[src/rtl/array_11_port_ctrl.sv]
// array_11_port_ctrl: initiator-side controller for a 16x28 single-port array
// with a 14-bit write-mask granularity. It zero-fills the array after reset,
// then turns a request stream into array port cycles. Read data comes back
// through a 3-entry response FIFO.
//
// Handshake semantics (both streams): a transfer happens on a rising clock edge
// where valid && ready. A valid source holds its payload stable until that edge.
// req_ready and resp_valid come from registered state only. They never depend
// combinationally on req_valid or resp_ready.
module array_11_port_ctrl #(
  parameter int DEPTH      = 16,
  parameter int ADDR_W     = 4,
  parameter int DATA_W     = 28,
  parameter int SEGS       = 2,
  parameter int RESP_DEPTH = 3
) (
  input  logic              clock,
  input  logic              reset_n,
  input  logic              req_valid,
  output logic              req_ready,
  input  logic              req_write,
  input  logic [ADDR_W-1:0] req_addr,
  input  logic [SEGS-1:0]   req_mask,
  input  logic [DATA_W-1:0] req_data,
  output logic              resp_valid,
  input  logic              resp_ready,
  output logic [DATA_W-1:0] resp_data,
  output logic              init_done,
  output logic [ADDR_W-1:0] mem_addr,
  output logic              mem_en,
  output logic              mem_wmode,
  output logic [SEGS-1:0]   mem_wmask,
  output logic [DATA_W-1:0] mem_wdata,
  input  logic [DATA_W-1:0] mem_rdata,
  output logic              o_dbg_state
);

  typedef enum logic {ST_INIT = 1'b0, ST_RUN = 1'b1} state_t;

  state_t            r_state;
  state_t            w_state_nxt;
  logic [ADDR_W-1:0] r_init_cnt;
  logic              r_init_done;
  logic              r_pend;
  logic              r_resp_valid;
  logic [1:0]        r_occ;
  logic [1:0]        w_occ_nxt;
  logic [1:0]        w_wr_idx;
  logic [DATA_W-1:0] r_fifo [RESP_DEPTH];
  logic [2:0]        w_credit_sum;
  logic              w_req_ready;
  logic              w_fire;
  logic              w_push;
  logic              w_pop;
  logic              w_init_last;

  // Credit: outstanding reads (queued + one in the array pipeline) must fit the FIFO.
  assign w_credit_sum = {1'b0, r_occ} + {2'b00, r_pend};
  assign w_req_ready  = (r_state == ST_RUN) && (w_credit_sum < 3'(RESP_DEPTH));
  assign w_fire       = req_valid && w_req_ready;
  assign w_push       = r_pend;
  assign w_pop        = (r_occ != 2'd0) && resp_ready;
  assign w_init_last  = (r_init_cnt == ADDR_W'(DEPTH - 1));
  // On a simultaneous pop, the FIFO shifts down first, so the new entry lands one slot lower.
  assign w_wr_idx     = w_pop ? (r_occ - 2'd1) : r_occ;

  assign req_ready   = w_req_ready;
  assign resp_valid  = r_resp_valid;
  assign resp_data   = r_fifo[0];
  assign init_done   = r_init_done;
  assign o_dbg_state = r_state;

  // FSM state register, zero-fill counter, init flag and read-pending flag.
  always_ff @(posedge clock or negedge reset_n) begin
    if (!reset_n) begin
      r_state     <= ST_INIT;
      r_init_cnt  <= '0;
      r_init_done <= 1'b0;
      r_pend      <= 1'b0;
    end else begin
      r_state <= w_state_nxt;
      r_pend  <= w_fire && !req_write;
      if (r_state == ST_INIT) begin
        r_init_cnt <= r_init_cnt + 1'b1;
        if (w_init_last) r_init_done <= 1'b1;
      end
    end
  end

  // Next state and array port drive: the zero-fill sweep in INIT, request pass-through in RUN.
  always_comb begin
    w_state_nxt = r_state;
    mem_en      = 1'b0;
    mem_wmode   = 1'b0;
    mem_addr    = '0;
    mem_wmask   = '0;
    mem_wdata   = '0;
    case (r_state)
      ST_INIT: begin
        mem_en    = 1'b1;
        mem_wmode = 1'b1;
        mem_wmask = '1;
        mem_addr  = r_init_cnt;
        if (w_init_last) w_state_nxt = ST_RUN;
      end
      ST_RUN: begin
        if (w_fire) begin
          mem_en    = 1'b1;
          mem_wmode = req_write;
          mem_addr  = req_addr;
          if (req_write) begin
            mem_wmask = req_mask;
            mem_wdata = req_data;
          end
        end
      end
      default: w_state_nxt = ST_INIT;
    endcase
  end

  // FIFO occupancy after this cycle's push and pop.
  always_comb begin
    w_occ_nxt = r_occ;
    if (w_push && !w_pop)      w_occ_nxt = r_occ + 2'd1;
    else if (!w_push && w_pop) w_occ_nxt = r_occ - 2'd1;
  end

  // Response FIFO as a shift queue with the head in slot 0, so resp_data is a plain register.
  always_ff @(posedge clock or negedge reset_n) begin
    if (!reset_n) begin
      for (int i = 0; i < RESP_DEPTH; i++) r_fifo[i] <= '0;
      r_occ        <= 2'd0;
      r_resp_valid <= 1'b0;
    end else begin
      if (w_pop) begin
        for (int i = 0; i < RESP_DEPTH - 1; i++) r_fifo[i] <= r_fifo[i+1];
        r_fifo[RESP_DEPTH-1] <= '0;
      end
      if (w_push) r_fifo[w_wr_idx] <= mem_rdata;
      r_occ        <= w_occ_nxt;
      r_resp_valid <= (w_occ_nxt != 2'd0);
    end
  end

endmodule

[config.mk]
export PLATFORM = sky130hd
export DESIGN_NAME = array_11_port_ctrl
export DESIGN_NICKNAME = d
export VERILOG_FILES = /design/src/rtl/array_11_port_ctrl.sv
export SDC_FILE = /design/constraint.sdc
export NUM_CORES = 1
export LEC_CHECK = 0
export CORE_ASPECT_RATIO = 0.7
export CORE_MARGIN = 2
export CORE_UTILIZATION = 45
export CTS_CLUSTER_DIAMETER = 100
export DETAILED_ROUTE_END_ITERATION = 16
export PLACE_DENSITY = 0.86
export SKIP_LAST_GASP = 1
export SYNTH_ARGS = -nofsm -noshare
export SYNTH_HDL_FRONTEND = slang
export SYNTH_SLANG_ARGS = --single-unit
[constraint.sdc]
create_clock -name clock -period 2.3 [get_ports clock]
set_input_delay 0.46 -clock clock [delete_from_list [all_inputs] [get_ports clock]]
set_output_delay 0.46 -clock clock [all_outputs]
set_load 0.01 [all_outputs]
==> results.txt, run 1 <==
Ranked by instance count, the synthesized netlist is headed by sky130_fd_sc_hd__mux2i_1, sky130_fd_sc_hd__dfrtp_1, sky130_fd_sc_hd__nand2_1. At the worst endpoint, the required time is 1.84 ns. The initial standard-cell utilization of the core came out at 0.456.

The via-per-instance ratio is 4.99. The final weighted congestion of routability-driven global placement came out at 0.767. Once layout is complete, the cells apart from fillers number 707. The number of buffers added to fix hold violations after cts is 0. Across every metal layer, demand over resource in global routing totals 0.208.

After detailed placement, the design holds a cell count of 678. Summed over all failing endpoints, the final setup total negative slack is -4.92 ns. The proportion of layout cells with a drive suffix above 1 is 0.233. The number of flops mapped to enable cells by yosys came out at 0. The floorplan step defined a core boundary enclosing 0.0109 mm². The layout net count came out at 620. The share of flip-flops with an asynchronous set or reset after synthesis is 1.00. The shortest period the worst path allows came out at 2.54 ns. The transition time of the tightest slew-check pin is 0.560 ns. The final reports fail on negative setup slack. The number of setup violations in the final report came out at 35. At the later pin of the worst-skew pair, clock insertion delay measures 0.34 ns. The total of buffers placed on input and output ports is 134.

The largest area contributor in the netlist is sky130_fd_sc_hd__dfrtp_1. The number of violations reported at the end of detailed-routing iteration 0 is 151. Dividing the final minimum period by the clock period gives 1.10. The worst setup path is captured at an output pin.

The number of endpoints with negative hold slack in the final report is 0. The type of the worst setup path is reg -> out. Among all flip-flop cells after synthesis, the most frequent one is sky130_fd_sc_hd__dfrtp_1.

TritonCTS built the clock tree. The first global-routing pass estimated 19.3 mm of wire. The DRC violation count after routing is 0.

In this run the tightest slew margin relative to its limit is 0.626. The post-synthesis average cell area is 11.7 µm². The overall power consumption came out at 7.11 mW.

The flop-to-flop setup slack came out at 0.17 ns. The startpoint of the worst register-to-register path is r_occ[1]. The number of storage elements in the synthesis netlist is 94. During I/O placement, the number of pins put on the boundary was 135. The arrival time of the worst setup path came out at 2.08 ns. The number of antenna diodes in the final layout is 0.

The number of buffers added by the clock tree synthesis step is 9. The cell at the root of the clock tree is sky130_fd_sc_hd__clkbuf_16. The peak supply drop came out at 0.555 mV. Setup repair after global routing could not meet its margin everywhere. The most common cell in the synthesized netlist is sky130_fd_sc_hd__mux2i_1. For this run the aggregate overflow at the end of global routing stands at 0. The worst hold path belongs to the class in -> async. The reported leakage power is 3.77 nW. The largest fanout of any net on the critical path is 6. The detailed-route wire length per cell came out at 17.2 µm. Yosys attributes the largest share of cell area to sky130_fd_sc_hd__dfrtp_1, sky130_fd_sc_hd__mux2i_1, sky130_fd_sc_hd__buf_4, sky130_fd_sc_hd__and2_1, sky130_fd_sc_hd__nand2_1.

The net count after synthesis came out at 496. The HPWL reported at the end of detailed placement is 7.89 mm. The clock sink count came out at 94. After layout, the worst setup slack is -0.236 ns. The max-cap violation count is 0. The share of the Yosys chip area taken by registers is 0.473. The mapped netlist covers 0.00497 mm².

The worst-case clock skew is 0.0114 ns. The maximum clock insertion buffer count came out at 2. The depth of the CTS H-tree came out at 3. The number of cells on the worst reg-to-reg path is 8. The detailed-routing iteration count for the pre-antenna-repair pass came out at 4. The category of the worst setup path launch point is a register. The count of final max-slew check failures came to 0. The die is 130 µm wide. The total wirelength of the detailed-routed design is 12.1 mm. The pin count of the biggest net entering global routing is 44. The cell count after synthesis came out at 425. Dividing total power by cell area gives a power density of 1030 mW/mm². The area of the die came out at 0.0119 mm². The detailed router placed 3531 vias in this run. After clock tree synthesis, the clock-pin slew on the worst setup and hold paths is 0.07 ns. In this run the critical register-to-register path is captured at r_fifo[52]. The detail route stage leaves a number of antenna-violating nets equal to 0. The area growth from synthesis to layout is 38.9%.

The floorplan has 32 rows. The initial antenna violation count came out at 0. Yosys printed 0 warnings. The via count of the first global-routing pass came to 3766.

The number of distinct library cell variants in the gate-level netlist after synthesis is 36. Of the post-synthesis cell area, the dominant cell type holds 0.473. The overall die height came out at 91.9 µm. The flow ran to the end, but the final reports show violations. The achievable clock frequency is 394 MHz.
-- power breakdown --
| part | internal [mW] | switching, mW | total (mW) |
|---|---|---|---|
| clock network | 0.766 | 0.633 | 1.40 |
| logic | 1.78 | 1.47 | 3.25 |
| registers | 2.17 | 0.290 | 2.46 |
| total | 4.72 | 2.40 | 7.11 |
-- area by class of cell --
| type | instances | area (µm²) |
|---|---|---|
| Inverter | 31 | 116 |
| Multi-Input combinational cell | 248 | 2200 |
| Timing Repair Buffer | 165 | 1750 |
| Sequential cell | 94 | 2350 |
| Clock inverter | 6 | 46.3 |
| Fill cell | 838 | 3990 |
| Clock buffer | 10 | 239 |
| Tap cell | 153 | 191 |
-- timing repair --
item	CTS	global route
resized for setup	177	41
pin swaps	17	22
setup endpoints to repair	37	37
setup buffers	7	4
cloned	3	0
-- sequential cells by signal, indices dropped and copies added, names as in the netlist --
| name | count |
|---|---|
| resp_valid | 1 |
| init_done | 1 |
| r_init_cnt | 4 |
| r_occ | 2 |
| resp_data | 28 |
| r_fifo | 56 |
| o_dbg_state | 1 |
| r_pend | 1 |
-- worst max-delay path, stage by stage (launching register included) --
cell	delay [ns]
sky130_fd_sc_hd__dfrtp_1	0.39
sky130_fd_sc_hd__ha_2	0.20
sky130_fd_sc_hd__ha_4	0.27
sky130_fd_sc_hd__nand2_2	0.06
sky130_fd_sc_hd__and4_4	0.20
sky130_fd_sc_hd__buf_6	0.14
sky130_fd_sc_hd__buf_16	0.13
sky130_fd_sc_hd__buf_6	0.11
sky130_fd_sc_hd__and2_4	0.13
sky130_fd_sc_hd__buf_6	0.11
-- routing by layer --
layer / routed length, µm / vias to the layer above / GRT usage
met2: 6150 / 80 / 0.346
met4: 158 / 0 / 0.0412
met3: 480 / 17 / 0.0484
li1: - / 1645 / -
met5: 0 / - / 0
met1: 5350 / 1789 / 0.278
-- worst max path at each step --
stage	start	end	slack, ns
2_1_floorplan	r_occ[0]	mem_wdata[19]	0.21
3_3_place_gp	req_valid	mem_wdata[17]	-0.20
3_5_place_dp	req_write	mem_wdata[1]	-0.25
4_1_cts	r_pend	mem_wdata[25]	-0.25
5_1_grt	r_occ[0]	mem_wmask[1]	-0.29
6_report	r_occ[0]	mem_wdata[14]	-0.24
-- layout by cell type (no fill, tap or decap), types with 2 or more instances in the layout --
master / count
sky130_fd_sc_hd__mux2i_1: 140
sky130_fd_sc_hd__clkdlybuf4s50_1: 96
sky130_fd_sc_hd__dfrtp_1: 94
sky130_fd_sc_hd__nand2_1: 34
sky130_fd_sc_hd__inv_1: 30
sky130_fd_sc_hd__buf_6: 30
sky130_fd_sc_hd__and2_4: 26
sky130_fd_sc_hd__buf_4: 15
sky130_fd_sc_hd__buf_2: 10
sky130_fd_sc_hd__buf_12: 10
sky130_fd_sc_hd__clkbuf_16: 9
sky130_fd_sc_hd__xnor2_1: 5
sky130_fd_sc_hd__clkinvlp_4: 5
sky130_fd_sc_hd__nand2_2: 3
sky130_fd_sc_hd__a22o_1: 3
sky130_fd_sc_hd__and2_1: 3
sky130_fd_sc_hd__o21ai_0: 3
sky130_fd_sc_hd__buf_16: 3
sky130_fd_sc_hd__nor2b_4: 2
sky130_fd_sc_hd__nand2_4: 2
sky130_fd_sc_hd__o21ai_4: 2
sky130_fd_sc_hd__nor3_1: 2
sky130_fd_sc_hd__nand3_1: 2
sky130_fd_sc_hd__ha_1: 2
-- through the flow --
| step | hold slack (ns) | setup WS [ns] | util | instance area (µm²) |
|---|---|---|---|---|
| final | 0.113 | -0.236 | 0.634 | 6900 |
| after global routing | 0.148 | -0.292 | 0.634 | 6900 |
| after CTS | 0.130 | -0.248 | 0.617 | 6720 |
| after detailed placement | 0.458 | -0.247 | 0.581 | 6330 |
| after global placement | 0.459 | -0.198 | 0.581 | 6330 |
| after floorplan | 0.164 | 0.212 | - | 4970 |
-- logic make-up (layout without fill, tap and decap cells) --
kind of cell             count (synthesis)  count (layout)  share of synthesized area
AND/OR/NAND/NOR                         84              84                     0.0894
multiplexers                           141             141                      0.284
XOR/XNOR                                 5               5                    0.00881
buffers and inverters                   83             212                      0.111
AO/OA/AOI/OAI                           13              13                     0.0214
adder cells (fa/ha/maj)                  5               5                     0.0121
flip-flops                              94              94                      0.473
Power figures use the tool's default switching activity.
==> run 2: changes to the inputs <==
RECOVER_POWER = 25   (was unset)
SETUP_SLACK_MARGIN = 0.2   (was unset)
==> run 2 against run 1 <==
Effect of this change: the flow still finishes with violations (negative setup slack); first-iteration DRC count increased by 30%; global-route usage unchanged; sequential share of layout area decreased by 0.26 points; flip-flop and latch count did not move; die area stayed put; critical path type unchanged; critical endpoint is now mem_wdata[5].
==> results.txt, run 2 (synthesis gave the netlist of run 1 again) <==
Derived from the worst setup path, the maximum achievable clock frequency is 394 MHz. Of all nets on the critical path, the largest fanout is 6. The insertion delay of the later-clocked pin in the worst-skew pair is 0.34 ns. TritonCTS built the clock tree. The flop-to-flop setup slack came out at 0.24 ns. For the worst setup path, the data required time is 1.84 ns. The core outline area came out at 0.0109 mm². Setup repair after global routing could not meet its margin everywhere. The met3 track demand over resource in global routing came out at 0.0484. The number of setup violations in the final report is 37. The leading cell type in the layout, fill and taps excluded is sky130_fd_sc_hd__mux2i_1.

For met1 alone, demand over resource in global routing was 0.278. The number of flip-flops in the largest register came out at 56. The endpoint of the lowest-slack register-to-register path is r_fifo[0]. The clock transition at the register clock pins on the worst setup and hold paths after CTS came out at 0.07 ns.

The total wirelength of the detailed-routed design is 12.4 mm. The setup path with the least slack is of type reg -> out. The top cell types in the final layout, fill and taps aside, are sky130_fd_sc_hd__mux2i_1, sky130_fd_sc_hd__clkdlybuf4s50_1, sky130_fd_sc_hd__dfrtp_1. For the worst setup path, the data arrival time is 2.08 ns. In this run the worst hold path is classified as in -> async. The shortest period the worst path allows came out at 2.54 ns. The busiest layer in global routing is met2. The area of the die is 0.0119 mm².

The first-pass GRT wire length is 19.3 mm. STA classifies the critical path endpoint as an output pin. Summing over every cut layer, the via total after detailed routing is 3569.

In this run the deepest clock path goes through 2 buffers. The remaining max-slew budget at the tightest pin came out at 0.267. Summed over all layers, the global routing overflow is 0. In the finished design, the share of the clock period the worst path needs comes to 1.10.

The slack of the critical path is -0.235 ns. The power per cell area is 1040 mW/mm². The residual antenna-violating net count after detailed routing came out at 0. The via-per-instance ratio is 5.01. In the final layout, the share of cells above drive strength 1 is 0.245. The depth of the CTS H-tree came out at 3.

The floorplan has 32 rows. The startpoint identified for the worst register-to-register timing path is r_occ[1]. The max-cap violation count is 0.

The category of the worst setup path launch point is a register. The DRC violation count after routing is 0. The number of violations reported at the end of detailed-routing iteration 0 came out at 197. The count of final max-slew check failures is 0. Measured in cells, the most critical reg-to-reg path has a length of 8. The number of endpoints with negative hold slack in the final report is 0. The via count of the first global-routing pass came out at 3766. The peak supply drop is 0.569 mV.

The pre-CTS worst setup slack is -0.247 ns. The overall die height came out at 91.9 µm. The number of buffers added to fix hold violations after cts came out at 0.

The transition time of the tightest slew-check pin came out at 1.10 ns. Clock tree synthesis found a total of 94 sinks. The number of antenna diodes came out at 0. Clock tree synthesis selected as its root buffer the cell sky130_fd_sc_hd__clkbuf_16.

Routability-driven placement finished with a final weighted congestion of 0.767. The die boundary width is 130 µm. The detailed-routing iteration count for the pre-antenna-repair pass is 5. The number of buffers added by the clock tree synthesis step came out at 9. The final reports fail on negative setup slack. The initial standard-cell utilization of the core is 0.456. Once placement completed, the tool counted placed cells totaling 678.

The final cell count without fillers came out at 712. The number of top-level pins came out at 135. The layout net count came out at 625. The flow ran to the end, but the final reports show violations. The pin count of the biggest net entering global routing came out at 44. Relative to the synthesized area, the layout overhead comes to 40.0%. The met2 layer usage reported by global route is 0.346. The register with the most flip-flops is r_fifo. The initial antenna violation count came out at 0.

After detailed routing, the average wire length per cell comes to 17.4 µm. The total of buffers placed on input and output ports is 134. The HPWL reported at the end of detailed placement came out at 7.89 mm. For the final database, setup skew stands at 0.00951 ns.

The total track usage is 0.208. For this run, the share of the core covered by cells in the final layout is 0.639. The reported leakage power is 3.80 nW.
[run 2: cell types whose count changed in the layout (fill, tap and decap cells not counted), sizes merged]
cell | before | now
clkbuf | 10 | 14
clkdlybuf4s15 | 1 | 0
buf | 68 | 70
[run 2: area by class of cell]
type / count / area [µm²]
fill: 827 / 3930
sequential: 94 / 2350
multi-input combinational: 248 / 2210
timing repair buffer: 170 / 1800
clock buffer: 10 / 239
tap: 153 / 191
inverter: 31 / 116
clock inverter: 6 / 46.3
[run 2: what timing repair did]
action | 4_1_cts | 5_1_grt
gates cloned | 3 | 1
setup buffers | 7 | 7
endpoints found under the setup margin | 37 | 59
resized for setup | 182 | 44
pin swaps | 17 | 22
[run 2: through the flow]
stage / instance area (µm²) / TNS, ns / total power, mW / hold slack [ns]
after floorplan: 4970 / 0 / 4.47 / 0.164
after global placement: 6330 / -5.81 / 5.30 / 0.459
after detailed placement: 6330 / -6.69 / 5.44 / 0.458
after CTS: 6730 / -4.75 / 7.04 / 0.130
after global routing: 6960 / -8.97 / 7.66 / 0.383
final: 6960 / -5.57 / 7.24 / 0.298
[run 2: worst max path at each step]
stage,start,to
2_1_floorplan,r_occ[0],mem_wdata[19]
3_3_place_gp,req_valid,mem_wdata[17]
3_5_place_dp,req_write,mem_wdata[1]
4_1_cts,r_pend,mem_wdata[25]
5_1_grt,r_occ[0],mem_wmask[1]
6_report,r_occ[0],mem_wdata[5]
[run 2: power by group]
| part | switching (mW) | total (mW) | internal [mW] |
|---|---|---|---|
| Sequential | 0.291 | 2.46 | 2.17 |
| Combinational | 1.50 | 3.37 | 1.87 |
| Clock | 0.643 | 1.41 | 0.766 |
[run 2: critical path: stages, from the launching register on]
cell and delay (ns):
sky130_fd_sc_hd__dfrtp_1 0.39, sky130_fd_sc_hd__ha_2 0.21, sky130_fd_sc_hd__ha_4 0.27, sky130_fd_sc_hd__nand2_2 0.06, sky130_fd_sc_hd__and4_4 0.20, sky130_fd_sc_hd__buf_6 0.13, sky130_fd_sc_hd__buf_16 0.13, sky130_fd_sc_hd__buf_6 0.11
sky130_fd_sc_hd__and2_4 0.13, sky130_fd_sc_hd__buf_6 0.11
[run 2: metal layers]
layer  up-vias  routed length (µm)
met5         -                   0
met4         0                 246
met3        26                 618
met2       101                6170
met1      1793                5330
li1       1649                   -
==> run 3: changes to the inputs <==
clock period = 2.45 ns   (was 2.3 ns; I/O delays follow)
==> run 3 against run 2 <==
Effect of this change: flip-flop and latch count stayed put; cell area is 3.8% lower; die area stayed put; highest routed layer unchanged; sequential power is 6% lower; setup slack better by 0.19 ns; via count is 4.2% lower; the flow still finishes with violations (negative setup slack); count of clock-buffer cells in the layout stayed put; clock power is 15% lower.
==> results.txt, run 3 (synthesis gave the netlist of run 1 again) <==
The flow ran to the end, but the final reports show violations. The checks that failed: negative setup slack. The layout net count came out at 612.

The number of flip-flops in the largest register came out at 56. The slack of the critical path came out at -0.0498 ns. The number of buffers added to fix hold violations after cts came out at 0. The clock transition at the register clock pins on the worst setup and hold paths after CTS is 0.06 ns. The met1 wire length is 5.25 mm.

For this design the ratio of total power to cell area is 957 mW/mm². The worst-case clock skew is 0.00528 ns. After filler insertion, the fill cell instance count of the layout stands at 841. The worst register-to-register path begins at r_occ[1].

The clock network fraction of design power came out at 0.187. The floorplan step set the die height to 91.9 µm. Compared with the post-synthesis result, the final layout area differs by 34.7%. The proportion of layout cells with a drive suffix above 1 is 0.206.

The internal power consumption came out at 4.27 mW. The fraction of power spent switching nets is 0.333. The number of setup violations in the final report is 17.

From left edge to right edge, the die measures 130 µm. TritonCTS built the clock tree. The number of cells on the worst reg-to-reg path came out at 8. The flop-to-flop setup slack came out at 0.36 ns.

The final layout contains routed wiring with a total length of 11.6 mm. Routed signal wires occupy layers up through met4. The initial antenna violation count came out at 0. The max-cap violation count is 0. The register with the most flip-flops in the final layout is r_fifo.

The first-pass GRT wire length is 18.0 mm. The row count came out at 32. The number of buffers added by the clock tree synthesis step is 9. The tree is rooted in a sky130_fd_sc_hd__clkbuf_16.

The total area inside the core boundary comes to 0.0109 mm². The transition time of the tightest slew-check pin is 1.12 ns. For this design, the sink count on the clock tree is 94. The tightest min-delay check is of the in -> async type. The detailed-route wire length per cell is 16.6 µm. The count of final max-slew check failures is 0. The maximum clock insertion buffer count came out at 2.

The die covers 0.0119 mm². The final weighted congestion of routability-driven global placement is 0.768. In the routed design, unresolved DRC markers number 0. STA classifies the critical path startpoint as a register.

The met2 wire length is 5.75 mm. The arrival time of the worst setup path is 2.01 ns. Leaving out fill and tap cells, the most frequent cells in the layout are sky130_fd_sc_hd__mux2i_1, sky130_fd_sc_hd__clkdlybuf4s50_1, sky130_fd_sc_hd__dfrtp_1. The detailed-routing iteration count for the pre-antenna-repair pass came out at 4. The total track usage came out at 0.193. The endpoint type of the worst setup path is an output pin. The number of violations reported at the end of detailed-routing iteration 0 came out at 197. The via count of the first global-routing pass was 3603. The initial standard-cell utilization of the core is 0.456. The total grt overflow came out at 0. The via-per-instance ratio is 4.91.

The shortest period the worst path allows is 2.50 ns. The most critical setup path has its endpoint at mem_wdata[13]. The post-route setup TNS came out at -0.264 ns. The insertion delay of the later-clocked pin in the worst-skew pair came out at 0.33 ns.

For this design the total switching power over the nets is 2.14 mW. The remaining max-slew budget at the tightest pin came out at 0.256. 135 I/O pins were placed.

The pre-CTS worst setup slack is -0.127 ns. Input and output buffers added on the ports amount to 134. The routed layout has 3420 vias.

The residual antenna-violating net count after detailed routing is 0. The pin count of the biggest net entering global routing came out at 49. The endpoint of the lowest-slack register-to-register path is r_fifo[48].

The peak supply drop is 0.578 mV. In this run the number of H-tree levels came out at 3. The finished layout holds 696 standard cells, fillers aside. Once detailed placement completed, the half-perimeter wirelength came to 7.67 mm. The post-route fraction of the period consumed by the critical path came out at 1.02. The achievable clock frequency is 400 MHz. The repair_antennas step left the layout with diodes totalling 0. Setup repair after global routing could not meet its margin everywhere. By startpoint and endpoint, the worst setup path is classified as reg -> out.

The library cell used most frequently in the layout, excluding fill and tap cells, is sky130_fd_sc_hd__mux2i_1. Of the total power, registers draw 0.362. The most critical setup path has its startpoint at r_occ[0]. The number of endpoints with negative hold slack in the final report is 0. The cell count after placement came out at 677. The worst hold slack across all endpoints is 0.353 ns.

The largest fanout of any net on the critical path is 8. The analysis attributes to cell leakage a power of 3.68 nW. The routed length on met3 is 447 µm. The required time of the worst setup path is 1.96 ns. Of the total power, combinational logic draws 0.451.
==> run 3: cell count changes in the layout (fill, tap and decap cells not counted), moves of 3 or more <==
cell	change
sky130_fd_sc_hd__buf_4	-5
sky130_fd_sc_hd__buf_12	-3
sky130_fd_sc_hd__clkinv_2	+3
sky130_fd_sc_hd__buf_6	-4
sky130_fd_sc_hd__buf_16	-3
sky130_fd_sc_hd__clkinvlp_4	-5
==> run 3: routing by layer <==
layer | vias up | track usage
met4 | 0 | 0.0511
met3 | 16 | 0.0461
met2 | 73 | 0.316
li1 | 1622 | -
met1 | 1709 | 0.258
met5 | - | 0
==> run 3: area by class of cell <==
| type | instances | area, µm² | share of cell area |
|---|---|---|---|
| flip-flops and latches | 94 | 2350 | 0.351 |
| multi-input cells | 248 | 2180 | 0.326 |
| repair buffers | 157 | 1610 | 0.240 |
| clock buffers | 10 | 229 | 0.0342 |
| well taps | 153 | 191 | 0.0286 |
| inverters | 31 | 116 | 0.0174 |
| clock inverters | 3 | 15.0 | 0.00224 |
==> run 3: metrics by stage <==
step | power [mW] | instance area, µm² | util
after detailed placement | 5.07 | 6300 | 0.578
after global routing | 6.79 | 6690 | 0.615
after floorplan | 4.20 | 4970 | -
final | 6.40 | 6690 | 0.615
after global placement | 4.95 | 6300 | 0.578
after CTS | 6.30 | 6600 | 0.606
==> run 3: what timing repair did <==
action                     4_1_cts  5_1_grt
setup endpoints to repair       37       36
gates resized for setup        122       87
gates cloned                     0        3
pin swaps                        1       31
buffers inserted                 2        1
==> run 3: power by group through the flow <==
| stage | registers [mW] | logic (mW) | clock network (mW) |
|---|---|---|---|
| 6_report | 2.32 | 2.89 | 1.20 |
| 2_1_floorplan | 2.28 | 1.92 | 0 |
| 3_3_place_gp | 2.30 | 2.65 | 0 |
| 5_1_grt | 2.37 | 3.11 | 1.30 |
| 4_1_cts | 2.32 | 2.75 | 1.23 |
| 3_5_place_dp | 2.33 | 2.74 | 0 |
==> run 3: worst min-delay path by stage <==
stage / start / end
after floorplan: reset_n / init_done
after global placement: reset_n / resp_data[1]
after detailed placement: reset_n / resp_data[0]
after CTS: reset_n / r_fifo[30]
after global routing: reset_n / r_fifo[33]
final: reset_n / resp_data[1]
==> run 3: worst max-delay path, stage by stage, from the launching register on <==
cell	delay (ns)
sky130_fd_sc_hd__dfrtp_1	0.38
sky130_fd_sc_hd__ha_2	0.21
sky130_fd_sc_hd__ha_4	0.17
sky130_fd_sc_hd__nor2b_4	0.16
sky130_fd_sc_hd__and4_4	0.31
sky130_fd_sc_hd__clkbuf_16	0.17
sky130_fd_sc_hd__and2_1	0.13
sky130_fd_sc_hd__buf_2	0.13
